`src/rtl/counter_ctrl_pkg.sv`:
```
// Shared types and constants for the counter command controller.
package counter_ctrl_pkg;

    typedef enum logic [1:0] {
        IDLE,
        RAMP,
        LOAD,
        SETTLE
    } ctrl_state_e;

    localparam logic MODE_RAMP = 1'b0;
    localparam logic MODE_JUMP = 1'b1;

    localparam int GAP_W = 4;

endpackage

```
`src/rtl/step_gap_timer.sv`:
```
// Loadable down-counter that spaces ramp steps; idles at zero.
module step_gap_timer
    import counter_ctrl_pkg::*;
(
    input  logic             clk,
    input  logic             rst_n,
    input  logic             clr,
    input  logic             load,
    input  logic [GAP_W-1:0] load_val,
    output logic             zero
);

    logic [GAP_W-1:0] cnt_q, cnt_d;

    always_comb begin
        cnt_d = cnt_q;
        if (clr)
            cnt_d = '0;
        else if (load)
            cnt_d = load_val;
        else if (cnt_q != '0)
            cnt_d = cnt_q - 1'b1;
    end

    always_ff @(posedge clk or negedge rst_n) begin
        if (!rst_n)
            cnt_q <= '0;
        else
            cnt_q <= cnt_d;
    end

    assign zero = (cnt_q == '0);

endmodule

```
`src/rtl/counter_ramp_ctrl.sv`:
```
// Drives a loadable up/down counter to a requested target, either by a
// single load (jump) or by paced single steps (ramp), closing the loop on q_in.
module counter_ramp_ctrl
    import counter_ctrl_pkg::*;
#(
    parameter int N   = 6,
    parameter int GAP = 1
) (
    input  logic       clk,
    input  logic       rst,
    input  logic       req_valid,
    output logic       req_ready,
    input  logic [N:0] req_target,
    input  logic       req_mode,
    input  logic       abort,
    input  logic [N:0] q_in,
    output logic [N:0] d,
    output logic       load,
    output logic       countup,
    output logic       countdown,
    output logic       busy,
    output logic       done,
    output logic       err
);

    localparam logic [GAP_W-1:0] GAP_LD = GAP_W'(GAP);

    ctrl_state_e state_q, state_d;
    logic [N:0]  target_q, target_d;
    logic [N:0]  d_q, d_d;
    logic        load_q, load_d;
    logic        up_q, up_d;
    logic        dn_q, dn_d;
    logic        done_q, done_d;
    logic        err_q, err_d;
    logic        busy_q, busy_d;
    logic        gap_clr, gap_load, gap_zero;

    step_gap_timer u_gap (
        .clk      (clk),
        .rst_n    (rst),
        .clr      (gap_clr),
        .load     (gap_load),
        .load_val (GAP_LD),
        .zero     (gap_zero)
    );

    always_comb begin
        state_d  = state_q;
        target_d = target_q;
        d_d      = d_q;
        load_d   = 1'b0;
        up_d     = 1'b0;
        dn_d     = 1'b0;
        done_d   = 1'b0;
        err_d    = 1'b0;
        gap_clr  = 1'b0;
        gap_load = 1'b0;

        case (state_q)
            IDLE: begin
                if (req_valid) begin
                    target_d = req_target;
                    if (req_mode == MODE_JUMP) begin
                        load_d  = 1'b1;
                        d_d     = req_target;
                        state_d = LOAD;
                    end else begin
                        state_d = RAMP;
                    end
                end
            end
            RAMP: begin
                if (abort) begin
                    gap_clr = 1'b1;
                    d_d     = '0;
                    state_d = IDLE;
                end else if (gap_zero) begin
                    // Unsigned compare picks the direction, so the ramp never wraps.
                    if (q_in == target_q) begin
                        done_d  = 1'b1;
                        state_d = IDLE;
                    end else if (q_in < target_q) begin
                        up_d     = 1'b1;
                        gap_load = 1'b1;
                    end else begin
                        dn_d     = 1'b1;
                        gap_load = 1'b1;
                    end
                end
            end
            LOAD: begin
                if (abort) begin
                    gap_clr = 1'b1;
                    d_d     = '0;
                    state_d = IDLE;
                end else begin
                    state_d = SETTLE;
                end
            end
            SETTLE: begin
                if (abort) begin
                    gap_clr = 1'b1;
                    d_d     = '0;
                end else begin
                    done_d = 1'b1;
                    err_d  = (q_in != target_q);
                end
                state_d = IDLE;
            end
            default: state_d = IDLE;
        endcase

        busy_d = (state_d != IDLE);
    end

    always_ff @(posedge clk or negedge rst) begin
        if (!rst) begin
            state_q  <= IDLE;
            target_q <= '0;
            d_q      <= '0;
            load_q   <= 1'b0;
            up_q     <= 1'b0;
            dn_q     <= 1'b0;
            done_q   <= 1'b0;
            err_q    <= 1'b0;
            busy_q   <= 1'b0;
        end else begin
            state_q  <= state_d;
            target_q <= target_d;
            d_q      <= d_d;
            load_q   <= load_d;
            up_q     <= up_d;
            dn_q     <= dn_d;
            done_q   <= done_d;
            err_q    <= err_d;
            busy_q   <= busy_d;
        end
    end

    assign req_ready = (state_q == IDLE);
    assign d         = d_q;
    assign load      = load_q;
    assign countup   = up_q;
    assign countdown = dn_q;
    assign busy      = busy_q;
    assign done      = done_q;
    assign err       = err_q;

endmodule

```
`config.mk`:
```
export PLATFORM = sky130hd
export DESIGN_NAME = counter_ramp_ctrl
export DESIGN_NICKNAME = d
export VERILOG_FILES = /design/src/rtl/counter_ctrl_pkg.sv /design/src/rtl/step_gap_timer.sv /design/src/rtl/counter_ramp_ctrl.sv
export SDC_FILE = /design/constraint.sdc
export NUM_CORES = 1
export LEC_CHECK = 0
export CORE_MARGIN = 2
export CORE_UTILIZATION = 52
export CTS_CLUSTER_SIZE = 30
export DETAILED_ROUTE_END_ITERATION = 8
export GPL_TIMING_DRIVEN = 0
export PLACE_DENSITY_LB_ADDON = 0.1
export SETUP_SLACK_MARGIN = 0.2
export SLEW_MARGIN = 20
export SYNTH_ARGS = -nofsm -noshare
export SYNTH_HDL_FRONTEND = slang
export SYNTH_HIERARCHICAL = 1
export SYNTH_SLANG_ARGS = --single-unit
```
`constraint.sdc`:
```
create_clock -name clk -period 3.83 [get_ports clk]
set_clock_uncertainty 0.1 [all_clocks]
set_input_delay 0.766 -clock clk [delete_from_list [all_inputs] [get_ports clk]]
set_output_delay 0.766 -clock clk [all_outputs]
set_load 0.01 [all_outputs]
```
==> results.sh <==
export IMPL_tightest_slew_ns=0.6142
export IMPL_areaGrowthSynthToFinish_pct=27.95
export IMPL_diodes=0
export IMPL_cts_buffer_depth=2
export IMPL_fp_coreArea_um2=2477
export IMPL_p_per_area_nw_per_um2=626.0
export IMPL_clk_transition_reported_paths_ns=0.13
export IMPL_slew_headroom=0.5878
export IMPL_numCtsBuffers=3
export IMPL_synth_top_cell_area_share=0.4749
export IMPL_power_mw=1.097
export IMPL_drt_iter0_drc=12
export IMPL_status="finished clean"
export IMPL_cts_tree="built"
export IMPL_synth_top_area_cell="dfrtp_1"
export IMPL_ioPinCount=33
export IMPL_setup_viol=0
export IMPL_drv_slew=0
export IMPL_synth_area_per_cell_um2=10.46
export IMPL_cp_required_ns=3.95
export IMPL_antenna_found_initial=0
export IMPL_start_kind="primary input"
export IMPL_synth_warning_count=6
export IMPL_cap_viol_max_count=0
export IMPL_synth_seq_cells=26
export IMPL_place_gp_congestion=0.8017
export IMPL_drtPass1Iterations=4
export IMPL_clkLatencyLatePin_ns=0.32
export IMPL_grt_pass1_vias=1105
export IMPL_drc=0
export IMPL_cts_sinks=26
export IMPL_dp_hpwl_um=2144
export IMPL_arrival_ns=2.54
export IMPL_r2r_setup_slack_ns=1.52
export IMPL_grt_max_degree=27
export IMPL_rsz0062_at_grt="false"
export IMPL_ys_types=37
export IMPL_post_route_period_util=0.6308
export IMPL_grt_ovfl_total=0
export IMPL_synth_area_leaders="dfrtp_1 (47%), ha_1 (8.2%), mux2_4 (7.7%), nand2_1 (4.7%), inv_1 (3.8%)"
export IMPL_syn_area_um2=1370
export IMPL_initial_core_util=0.5530
export IMPL_vdd_drop_max_v=0.0004373
export IMPL_die_area_um2=3061
export IMPL_worstSetupEndpointType="flop"
export IMPL_fp_row_count=18
export IMPL_hold_path_class="primary input to asynchronous set/reset pin"
export IMPL_synthCells=131
export IMPL_track_usage=0.1993
export IMPL_wl_per_cell_um=13.84
export IMPL_cts_hold_buf=0
export IMPL_antenna_left=0
export IMPL_dieHeight_um=55.33
export IMPL_grt_pass1_wl_um=4843
export IMPL_ys_seq_area_frac=0.4749
export IMPL_wirelength_um=2740
export IMPL_route_vias_total=1065
export IMPL_min_period_ns=2.416
export IMPL_layout_drive_gt1_share=0.1131
export IMPL_finalNetCount=198
export IMPL_port_buffers=32
export IMPL_cts_htree_levels=1
export IMPL_postCtsResizedCells=0
export IMPL_leakage_nw=0.8153
export IMPL_fmax_mhz=413.9
export IMPL_hold_viol_final=0
export IMPL_crit_fanout=9
export IMPL_cts_setup_buffers=0
export IMPL_chipWidth_um=55.33
export IMPL_path_class="primary input to flop"
export IMPL_setup_tns_ns=0
export IMPL_cts_root_buf="clkbuf_4"
export IMPL_via_per_inst=5.379
worst paths after layout:
check / endpoint / startpoint / depth (start not counted)
max in group asynchronous: d[3] / rst / 1
min in group clk: target_q[2] / target_q[2] / 1
worst max register to register: u_gap/cnt_q[0] / u_gap/cnt_q[0] / 9
worst min-delay path: target_q[6] / rst / 1
worst max-delay path: u_gap/cnt_q[0] / q_in[0] / 8
worst min register to register: target_q[2] / target_q[2] / 1
routing by layer:
layer / global-route usage / share of wire / vias to the layer above
met4: 0.1080 / 0.021 / 0
met2: 0.3282 / 0.48 / 21
li1: - / - / 528
met1: 0.2419 / 0.45 / 511
met5: 0 / 0 / -
met3: 0.04450 / 0.042 / 5
critical path, stage by stage:
cell	delay [ns]
clkdlybuf4s50_1	0.46
inv_1	0.05
ha_1	0.29
and3_1	0.21
a21oi_1	0.19
buf_4	0.19
nor4_1	0.06
a311o_1	0.31
report_power, final:
part | internal (mW) | switching, mW | total, mW
sequential | 0.372 | 0.0703 | 0.442
combinational | 0.298 | 0.244 | 0.542
clock | 0.0369 | 0.0771 | 0.114
total | 0.706 | 0.391 | 1.10
placed cells by master, fill, tap and decap left out, types with 2 or more instances in the layout:
cell type / count
mux2_4: 7
nor2_1: 3
dfrtp_1: 26
conb_1: 4
nand2_1: 17
clkdlybuf4s50_1: 31
inv_1: 14
nor3_1: 3
a31oi_1: 2
clkbuf_4: 3
o21ai_0: 8
nor4_1: 2
buf_6: 2
o21a_1: 2
ha_1: 9
o2bb2ai_1: 2
a21oi_1: 10
layout make-up:
class | instances | area (um2)
timing repair buffer | 32 | 315.3
tap | 30 | 37.54
clock buffer | 3 | 22.52
buffer | 3 | 30.03
multi-input combinational | 89 | 639.4
fill | 202 | 724.4
sequential | 26 | 650.6
inverter | 15 | 57.56
cells in the mapped netlist:
master	instances
a2111oi_0	1
a211o_1	1
a21o_1	1
a21oi_1	10
a311o_1	1
a31oi_1	2
and2_4	1
and3_1	1
and4_1	1
and4bb_4	1
buf_4	1
buf_6	2
clkinv_2	1
conb_1	2
dfrtp_1	26
ha_1	9
inv_1	14
mux2_1	1
mux2_4	7
nand2_1	17
nand3_1	1
nand3b_1	1
nand4_1	1
nand4bb_1	1
nor2_1	3
nor2_2	1
nor2b_1	1
nor3_1	3
nor4_1	2
nor4b_1	1
o21a_1	2
o21ai_0	8
o21ai_1	1
o2bb2ai_1	2
or3_1	1
or3b_4	1
xnor2_1	1
sequential cells by signal, indices dropped and copies added, names as in the netlist:
register / cells
state_q: 2
target_q: 7
done: 1
err: 1
countup: 1
u_gap/cnt_q: 4
d: 7
load: 1
busy: 1
countdown: 1
cells by family after synthesis:
family / synth area share
flip-flops: 0.4749
adder cells (fa/ha/maj): 0.08219
multiplexers: 0.08493
AO/OA/AOI/OAI: 0.1279
XOR/XNOR: 0.006394
AND/OR/NAND/NOR: 0.1544
buffers and inverters: 0.06392
other: 0.005481
metrics by stage:
| stage | util | std cells | hold slack [ns] | instance area (um2) | setup WS, ns |
|---|---|---|---|---|---|
| 4_1_cts | 0.7076 | 198 | 0.3225 | 1753 | 1.421 |
| 2_1_floorplan | - | 133 | 0.3704 | 1378 | 1.652 |
| 3_5_place_dp | 0.6985 | 195 | 0.3993 | 1730 | 1.070 |
| 5_1_grt | 0.7076 | 198 | 0.3395 | 1753 | 1.346 |
| 3_3_place_gp | 0.7005 | 195 | 0.4006 | 1735 | 1.086 |
| 6_report | 0.7076 | 198 | 0.3179 | 1753 | 1.414 |
Note: power is estimated with default switching activity, not from simulation.
